### config.mk
export PLATFORM = sky130hd
export DESIGN_NAME = jt51_kon_sched_flat
export DESIGN_NICKNAME = d
export VERILOG_FILES = /design/src/rtl/jt51_kon_sched_if.sv /design/src/rtl/jt51_kon_sched.sv /design/src/flat_wrapper.sv
export SDC_FILE = /design/constraint.sdc
export NUM_CORES = 1
export LEC_CHECK = 0
export CAP_MARGIN = 20
export CORE_MARGIN = 2
export CORE_UTILIZATION = 58
export CTS_CLUSTER_SIZE = 30
export DETAILED_ROUTE_END_ITERATION = 8
export PLACE_DENSITY = 0.79
export SLEW_MARGIN = 20
export SYNTH_ARGS = -nofsm -noshare
export SYNTH_HDL_FRONTEND = slang
export SYNTH_SLANG_ARGS = --single-unit
### constraint.sdc
create_clock -name clk -period 2.22 [get_ports clk]
set_input_delay 0.444 -clock clk [delete_from_list [all_inputs] [get_ports clk]]
set_output_delay 0.444 -clock clk [all_outputs]
set_load 0.02 [all_outputs]
### src/rtl/jt51_kon_sched_if.sv
// jt51_kon_sched_if
//   Bundles the key-on write port and the slot-timing outputs of
//   jt51_kon_sched.
//   master : register-write side. It drives kon_we/kon_ch/kon_op and observes
//            the scheduler outputs.
//   slave  : the scheduler itself.
//   Signals:
//     kon_we, kon_ch[2:0], kon_op[3:0]  key-on write strobe, channel and
//                                       operator mask
//     busy, kon_ovf                     write pending / write rejected pulse
//     zero, slot_I[4:0], kon_I          stage-I slot timing and key-on state
//     pg_rst_III                        delayed phase-reset pulse
interface jt51_kon_sched_if;
   logic       kon_we;
   logic [2:0] kon_ch;
   logic [3:0] kon_op;
   logic       busy;
   logic       kon_ovf;
   logic       zero;
   logic [4:0] slot_I;
   logic       kon_I;
   logic       pg_rst_III;

   modport master (
      output kon_we, kon_ch, kon_op,
      input  busy, kon_ovf, zero, slot_I, kon_I, pg_rst_III
   );

   modport slave (
      input  kon_we, kon_ch, kon_op,
      output busy, kon_ovf, zero, slot_I, kon_I, pg_rst_III
   );
endinterface

### src/rtl/jt51_kon_sched.sv
// jt51_kon_sched
//   Key-on scheduler for a 32-slot (8 channels x 4 operators) FM engine.
//   A write to the key-on register is first parked. It is then applied to the
//   per-slot key-on bits during one full revolution of the slot counter, and
//   that revolution always starts at slot 0. A 0->1 key-on transition raises
//   a phase-reset pulse that is delayed to line up with the phase generator.
//   Ports:
//     clk    rising-edge clock
//     rst_n  asynchronous active-low reset
//     cen    clock enable for the slot counter, FSM and output pipeline
//     bus    jt51_kon_sched_if.slave (write port and slot outputs)
//   Parameter:
//     RST_DLY  cen stages from stage I to pg_rst_III (1..4)
module jt51_kon_sched #(
   parameter int RST_DLY = 2
) (
   input  logic                   clk,
   input  logic                   rst_n,
   input  logic                   cen,
   jt51_kon_sched_if.slave        bus
);

   typedef enum logic [1:0] {ST_IDLE, ST_WAIT, ST_APPLY} state_t;

   state_t             state_q,     state_d;
   logic [4:0]         cnt_q,       cnt_d;
   logic [4:0]         slot_q,      slot_d;
   logic               zero_q,      zero_d;
   logic [31:0]        kon_state_q, kon_state_d;
   logic               kon_q,       kon_d;
   logic [2:0]         pend_ch_q,   pend_ch_d;
   logic [3:0]         pend_op_q,   pend_op_d;
   logic               ovf_q,       ovf_d;
   logic               pg_rst_I_q,  pg_rst_I_d;
   logic [RST_DLY-1:0] pg_dly_q,    pg_dly_d;

   logic busy;
   logic cur_bit;
   logic new_bit;
   logic apply_hit;

   always_comb begin
      // NOTE: every variable gets its hold value first, so no path through
      // the branches below can leave one unassigned and infer a latch.
      state_d     = state_q;
      cnt_d       = cnt_q;
      slot_d      = slot_q;
      zero_d      = zero_q;
      kon_state_d = kon_state_q;
      kon_d       = kon_q;
      pend_ch_d   = pend_ch_q;
      pend_op_d   = pend_op_q;
      pg_rst_I_d  = pg_rst_I_q;
      pg_dly_d    = pg_dly_q;

      busy    = (state_q != ST_IDLE);
      cur_bit = kon_state_q[cnt_q];
      // The slot operator order is M1,M2,C1,C2 and the mask order is
      // M1,C1,M2,C2. Swapping the two operator bits maps one to the other.
      new_bit   = pend_op_q[{cnt_q[3], cnt_q[4]}];
      apply_hit = (state_q == ST_APPLY) && (cnt_q[2:0] == pend_ch_q);

      // A write is rejected whenever one is already in flight. This is
      // sampled on every clk, not only on cen.
      ovf_d = bus.kon_we & busy;

      unique case (state_q)
         ST_IDLE: begin
            if (bus.kon_we) begin
               pend_ch_d = bus.kon_ch;
               pend_op_d = bus.kon_op;
               state_d   = ST_WAIT;
            end
         end
         // Leave WAIT only at the end of a revolution. Applying then covers
         // slots 0..31 in order, even for a write that arrived at slot 31.
         ST_WAIT:  if (cen && cnt_q == 5'd31) state_d = ST_APPLY;
         ST_APPLY: if (cen && cnt_q == 5'd31) state_d = ST_IDLE;
         default:  state_d = ST_IDLE;
      endcase

      if (cen) begin
         cnt_d      = cnt_q + 5'd1;
         slot_d     = cnt_q;
         zero_d     = (cnt_q == 5'd0);
         kon_d      = cur_bit;
         pg_rst_I_d = 1'b0;
         if (apply_hit) begin
            kon_state_d[cnt_q] = new_bit;
            kon_d              = new_bit;
            pg_rst_I_d         = new_bit & ~cur_bit;
         end
         pg_dly_d[0] = pg_rst_I_q;
         for (int i = 1; i < RST_DLY; i++) pg_dly_d[i] = pg_dly_q[i-1];
      end
   end

   // The key-on bits live in flops rather than a RAM, so they clear with the
   // rest of the state and a reset can never leave a half-applied write.
   always_ff @(posedge clk or negedge rst_n) begin
      // NOTE: non-blocking assignments let every flop sample the old values
      // at the same edge, whatever the statement order.
      if (!rst_n) begin
         state_q     <= ST_IDLE;
         cnt_q       <= 5'd0;
         slot_q      <= 5'd0;
         zero_q      <= 1'b1;
         kon_state_q <= 32'd0;
         kon_q       <= 1'b0;
         pend_ch_q   <= 3'd0;
         pend_op_q   <= 4'd0;
         ovf_q       <= 1'b0;
         pg_rst_I_q  <= 1'b0;
         pg_dly_q    <= '0;
      end else begin
         state_q     <= state_d;
         cnt_q       <= cnt_d;
         slot_q      <= slot_d;
         zero_q      <= zero_d;
         kon_state_q <= kon_state_d;
         kon_q       <= kon_d;
         pend_ch_q   <= pend_ch_d;
         pend_op_q   <= pend_op_d;
         ovf_q       <= ovf_d;
         pg_rst_I_q  <= pg_rst_I_d;
         pg_dly_q    <= pg_dly_d;
      end
   end

   assign bus.busy       = busy;
   assign bus.kon_ovf    = ovf_q;
   assign bus.zero       = zero_q;
   assign bus.slot_I     = slot_q;
   assign bus.kon_I      = kon_q;
   assign bus.pg_rst_III = pg_dly_q[RST_DLY-1];

endmodule

### src/flat_wrapper.sv
// flat-port wrapper written by rule: the top's interface ports become plain ports
module jt51_kon_sched_flat 
#(
   parameter int RST_DLY = 2
)
  (clk, rst_n, cen, bus_kon_we, bus_kon_ch, bus_kon_op, bus_busy, bus_kon_ovf, bus_zero, bus_slot_I, bus_kon_I, bus_pg_rst_III);
  jt51_kon_sched_if bus_i ();
  input  logic clk;
  input  logic rst_n;
  input  logic cen;
  input wire logic [$bits(bus_i.kon_we)-1:0] bus_kon_we;
  input wire logic [$bits(bus_i.kon_ch)-1:0] bus_kon_ch;
  input wire logic [$bits(bus_i.kon_op)-1:0] bus_kon_op;
  output wire logic [$bits(bus_i.busy)-1:0] bus_busy;
  output wire logic [$bits(bus_i.kon_ovf)-1:0] bus_kon_ovf;
  output wire logic [$bits(bus_i.zero)-1:0] bus_zero;
  output wire logic [$bits(bus_i.slot_I)-1:0] bus_slot_I;
  output wire logic [$bits(bus_i.kon_I)-1:0] bus_kon_I;
  output wire logic [$bits(bus_i.pg_rst_III)-1:0] bus_pg_rst_III;
  assign bus_i.kon_we = bus_kon_we;
  assign bus_i.kon_ch = bus_kon_ch;
  assign bus_i.kon_op = bus_kon_op;
  assign bus_busy = bus_i.busy;
  assign bus_kon_ovf = bus_i.kon_ovf;
  assign bus_zero = bus_i.zero;
  assign bus_slot_I = bus_i.slot_I;
  assign bus_kon_I = bus_i.kon_I;
  assign bus_pg_rst_III = bus_i.pg_rst_III;
  jt51_kon_sched #(.RST_DLY(RST_DLY)) u_core (.clk(clk), .rst_n(rst_n), .cen(cen), .bus(bus_i));
endmodule
After elaboration in Yosys (flattened, before gate mapping)
Index checks and enable logic that the tools add are counted.
{ "word_totals": {"reg_bits": 57, "out_inout_bits": 10, "input_bits": 11, "mem_bits_ro": 0, "ram_bits": 0, "n_memories": 0, "latchBits": 0} }
{ "op_classes": {"div_mod_pow": 0, "multipliers": 0, "shifts": 0, "mux": 13, "n_eq_ne": 7, "add_sub_neg": 1, "n_reduce_logical": 9, "magnitude_cmp": 3, "bitwise": 3} }
{ "ops": {"columns": ["cell", "n"], "rows": [
  ["$bwmux W32", 1],
  ["$lt A5 B6 Y1 const B", 1],
  ["$mux W2", 3],
  ["$pmux W2 S3", 1],
  ["$add A5 B1 Y5 const B", 1],
  ["$bmux W1 S5", 1],
  ["$demux W1 S5", 1],
  ["$eq A5 B5 Y1 const B", 1],
  ["$ge A5 B1 Y1 const B", 1],
  ["$logic_not A5 Y1", 1],
  ["$mux W1", 5],
  ["$ne A2 B2 Y1 const B", 2],
  ["$reduce_and A2 Y1", 2],
  ["$eq A3 B3 Y1", 1],
  ["$logic_and A1 B1 Y1", 3],
  ["$lt A2 B3 Y1 const B", 1],
  ["$reduce_and A3 Y1", 1],
  ["$and A1 B1 Y1", 2],
  ["$bmux W1 S2", 1],
  ["$eq A2 B1 Y1 const B", 1],
  ["$eq A2 B2 Y1 const B", 1],
  ["$logic_not A2 Y1", 1],
  ["$ne A2 B1 Y1 const B", 1],
  ["$reduce_bool A2 Y1", 1],
  ["$not A1 Y1", 1]
]} }

Longest topological paths before layout
{ "logic_depth": {"word_depth": 5, "ltp_mapped": 8} }

Worst setup path before layout
No wires, ideal clock.
{ "synth_path": {"path_type": "flip-flop to flip-flop", "from": "register u_core.cnt_q[0]", "to": "register u_core.kon_state_q[7]", "arrival_ns": 1.926, "required_time_ns": 2.093, "setup_slack_ns": 0.167, "synth_period_minus_slack_ns": 2.053, "stages_incl_launch_ff": 8, "path_cell_list": "dfrtp_1 -> buf_6 -> xor2_1 -> or4_1 -> buf_6 -> nor3_4 -> nand2_1 -> mux2_1"} }
{ "synth_via": {"elab_chain_len": 5, "word_cells_on_any_way": 9, "classes_between": "order compare (2); eq/ne (1); mux (3); reduce/logical (3)"} }
{ "synth_lines": {"columns": ["item", "line_no", "rtl"], "rows": [
  ["start: declaration", "jt51_kon_sched.sv:26", "logic [4:0] cnt_q, cnt_d;"],
  ["start signal: assignment", "jt51_kon_sched.sv:117", "cnt_q <= cnt_d;"],
  ["$lt A5 B6 Y1 (not written as such) / $ge A5 B1 Y1 (equally long branches)", "jt51_kon_sched.sv:89", "kon_state_d[cnt_q] = new_bit;"],
  ["$logic_and A1 B1 Y1 (not written as such)", "jt51_kon_sched.sv:89", null],
  ["$mux W1 (not written as such)", "jt51_kon_sched.sv:89", null],
  ["$demux W1 S5", null, null],
  ["$bwmux W32", "jt51_kon_sched.sv:89", null],
  ["end signal: assignment", "jt51_kon_sched.sv:120", "kon_state_q <= kon_state_d;"],
  ["end: declaration", "jt51_kon_sched.sv:29", "logic [31:0] kon_state_q, kon_state_d;"]
]} }
Several ways; a longest one is shown, not always the timed one.
A chain may end at the register's enable or synchronous reset.

Worst setup path after layout
{ "layout_path": {"from": "register u_core.cnt_q[2]", "to": "register u_core.kon_state_q[12]"} }
Same word-level chain as after synthesis.

==> results.sh <==
export IMPL_status="finished, final reports clean"
export IMPL_cts_sinks=57
export IMPL_slew_viol_final=0
export IMPL_power_density_mw_per_mm2=1030
export IMPL_path_class="reg -> reg"
export IMPL_place_worst_setup_slack_ps=35.0
export IMPL_dr_pass1_iters=4
export IMPL_final_setup_viol_count=0
export IMPL_antenna_found_initial=0
export IMPL_async_flop_share_pct=100
export IMPL_die_h_um=75.0
export IMPL_crit_chain="xor2_1 > or4_1 > buf_4 > nor3_4 > buf_4 > nand2_1 > mux2_1"
export IMPL_finalHoldViolCount=0
export IMPL_fmax_mhz=467
export IMPL_crit_end="u_core.kon_state_q[12]$_DFFE_PN0P_"
export IMPL_fin_crit_ps=2140
export IMPL_end_kind="flop"
export IMPL_yosys_warnings=0
export IMPL_start_util_pct=61.0
export IMPL_fin_worst_skew_ps=6.25
export IMPL_vias_per_cell=5.56
export IMPL_grt_max_degree=34
export IMPL_slowest_delay_ps=530
export IMPL_maxSlewHeadroom_pct=68.6
export IMPL_setup_tns_final_ps=0
export IMPL_die_area_sq_mm=0.00562
export IMPL_syn_to_final_growth_pct=17.7
export IMPL_netlist_instances=235
export IMPL_yosys_area_top_type="dfrtp_1"
export IMPL_cpLargestDelayFamily="simple AND/OR/NAND/NOR gates"
export IMPL_clock_latency_ps=330
export IMPL_die_x_um=75.0
export IMPL_worst_slew_pin_slew_ps=467
export IMPL_rrSetupSlack_ps=80
export IMPL_yosys_cell_types_count=40
export IMPL_dp_hpwl_um=3980
export IMPL_pin_count=21
export IMPL_grt_pass1_wl_um=9870
export IMPL_synth_top_area_share_pct=48.0
export IMPL_io_buffers=20
export IMPL_cts_buffers=9
export IMPL_required_ps=2430
export IMPL_grt_total_usage_pct=24.4
export IMPL_worst_endpoint_arrival_ps=2350
export IMPL_hold_path_class="in -> async"
export IMPL_place_gp_congestion=0.791
export IMPL_cap_violations=0
export IMPL_vdd_drop_max_mv=0.853
export IMPL_wirelength_um=5780
export IMPL_vias=1907
export IMPL_cp_start_kind="flop"
export IMPL_diodes=0
export IMPL_cp_num_cells=7
export IMPL_fin_area_sq_mm=0.00344
export IMPL_drt_iter0_markers=98
export IMPL_fin_nets=290
export IMPL_drive_gt1_share_pct=26.4
export IMPL_place_area_sq_mm=0.00326
export IMPL_root_buffer="clkbuf_8"
export IMPL_rr_worst_depth=7
export IMPL_wl_per_cell_um=16.8
export IMPL_cp_max_fo=8
export IMPL_synth_area_per_cell_sq_um=12.4
export IMPL_drc=0
export IMPL_ant_nets=0
export IMPL_htreeDepth=3
export IMPL_grt_overflow=0
export IMPL_synth_area_leaders="dfrtp_1 48%, mux2_1 9.3%, mux2_2 8.9%"
export IMPL_worst_slack_ps=78.1
export IMPL_ys_seq_area_share_pct=48.9
export IMPL_crit_buf_inv=2
export IMPL_cp_startpoint="u_core.cnt_q[2]$_DFFE_PN0P_"
export IMPL_crit_reg2reg_launch="u_core.cnt_q[2]$_DFFE_PN0P_"
export IMPL_grt_pass1_vias=1975
export IMPL_fillers=343
export IMPL_syn_area_sq_mm=0.00292
export IMPL_ys_ff_latch=57
export IMPL_cts_tree="built"
export IMPL_synth_edf_count=0
export IMPL_crit_path_frequent_cell="buf_4"
export IMPL_clk_pin_slew_ps=60
export IMPL_rows=25
export IMPL_rsz0062_at_grt="false"
export IMPL_r2r_end="u_core.kon_state_q[12]$_DFFE_PN0P_"
export IMPL_slowest_stage="or4_1"
export IMPL_clock_path_buffers=2
export IMPL_synth_flop_cell="dfrtp_1"
export IMPL_finalCritPeriodShare_pct=96.5
export IMPL_p_leak_uw=0.00164
export IMPL_core_area_sq_mm=0.00479
export IMPL_synth_nets=251
export IMPL_holdBufCountCts=0
## worst min-delay path by stage
stage          slack, ps  startpoint  cells after the start                          endpoint
6_report              30       rst_n                      1  u_core.bus.slot_I[4]$_DFFE_PN0P_
5_1_grt               50       rst_n                      1  u_core.bus.slot_I[4]$_DFFE_PN0P_
4_1_cts               20       rst_n                      1  u_core.bus.slot_I[4]$_DFFE_PN0P_
3_5_place_dp         380       rst_n                      1  u_core.bus.slot_I[4]$_DFFE_PN0P_
2_1_floorplan        150       rst_n                      0      u_core.bus.kon_I$_DFFE_PN0P_
3_3_place_gp         390       rst_n                      1  u_core.bus.slot_I[4]$_DFFE_PN0P_
## report_power, final
part / internal (uW) / switching, uW / leakage (uW)
sequential: 1230 / 139 / 0.000748
clock: 415 / 366 / 0.0000782
combinational: 606 / 804 / 0.000814
total: 2250 / 1310 / 0.00164
## cell usage after synthesis (2+ instances only)
master / count
o211ai_1: 2
nor3b_1: 3
nand2_1: 38
a21oi_1: 5
mux4_1: 3
ha_1: 5
buf_6: 3
o21ai_0: 4
inv_1: 11
dfrtp_1: 56
mux2i_1: 2
a211oi_1: 3
mux2_1: 24
and2_1: 2
nor2_1: 3
and3b_1: 2
clkbuf_8: 2
xor2_1: 4
clkbuf_1: 6
nand3_1: 2
mux2_4: 8
and3_1: 2
mux2_2: 23
xnor2_1: 2
a22oi_1: 2
nor3_4: 4
## layer usage
layer	vias to the layer above	part of all wire, %	track usage (%)
met5	-	0	0
met2	50	48	37.5
li1	899	-	-
met4	0	2.2	11.9
met1	943	44	33.3
met3	15	5.3	4.95
## cell families (layout without fill, tap and decap cells)
logic type               Yosys count  after routing  synth area share, %
flip-flops                        57             57                 48.9
AND/OR/NAND/NOR                   64             64                 12.0
XOR/XNOR                           6              6                 1.80
multiplexers                      61             61                 26.4
buffers and inverters             24             65                 4.84
AO/OA/AOI/OAI                     18             18                 3.94
adder cells (fa/ha/maj)            5              5                 2.14
## cell usage in the layout (no fill, tap or decap), drive strengths merged, types with 5 or more instances in the layout
cell / n
dfrtp: 56
mux2: 55
nand2: 38
buf: 22
clkdlybuf4s50: 19
clkbuf: 12
inv: 11
a21oi: 5
ha: 5
nor3: 5
## metrics by stage
stage / hold WS, ps / instances / power, uW / util (%)
after floorplan: 148 / 235 / 2280 / -
after global placement: 390 / 329 / 2730 / 68.2
after detailed placement: 382 / 329 / 2770 / 68.2
after CTS: 22.7 / 342 / 3570 / 71.3
after global routing: 49.0 / 343 / 3760 / 71.8
final: 26.1 / 343 / 3550 / 71.8
## registers in the layout (all words and copies together) (netlist names)
name and count:
u_core.bus.kon_I 1, u_core.cnt_q 5, u_core.pg_dly_q 2, u_core.bus.zero 1, u_core.pend_ch_q 3, u_core.bus.slot_I 5, u_core.pend_op_q 4, u_core.state_q 2
u_core.bus.kon_ovf 1, u_core.kon_state_q 32, u_core.pg_rst_I_q 1
## layout make-up
type | instances | area [sq um] | share of cell area, %
Inverter | 11 | 41.3 | 1.20
Tap cell | 67 | 83.8 | 2.44
Timing Repair Buffer | 41 | 378 | 11.0
Sequential cell | 57 | 1430 | 41.5
Clock buffer | 12 | 145 | 4.22
Multi-Input combinational cell | 154 | 1360 | 39.5
Clock inverter | 1 | 5.00 | 0.146
## repair_timing
| action | 4_1_cts | 5_1_grt |
|---|---|---|
| setup buffers | 0 | 1 |
| pin swaps | 0 | 1 |
| setup endpoints to repair | 1 | 8 |
| resized for setup | 1 | 1 |
Note: power is estimated with default switching activity, not from simulation.
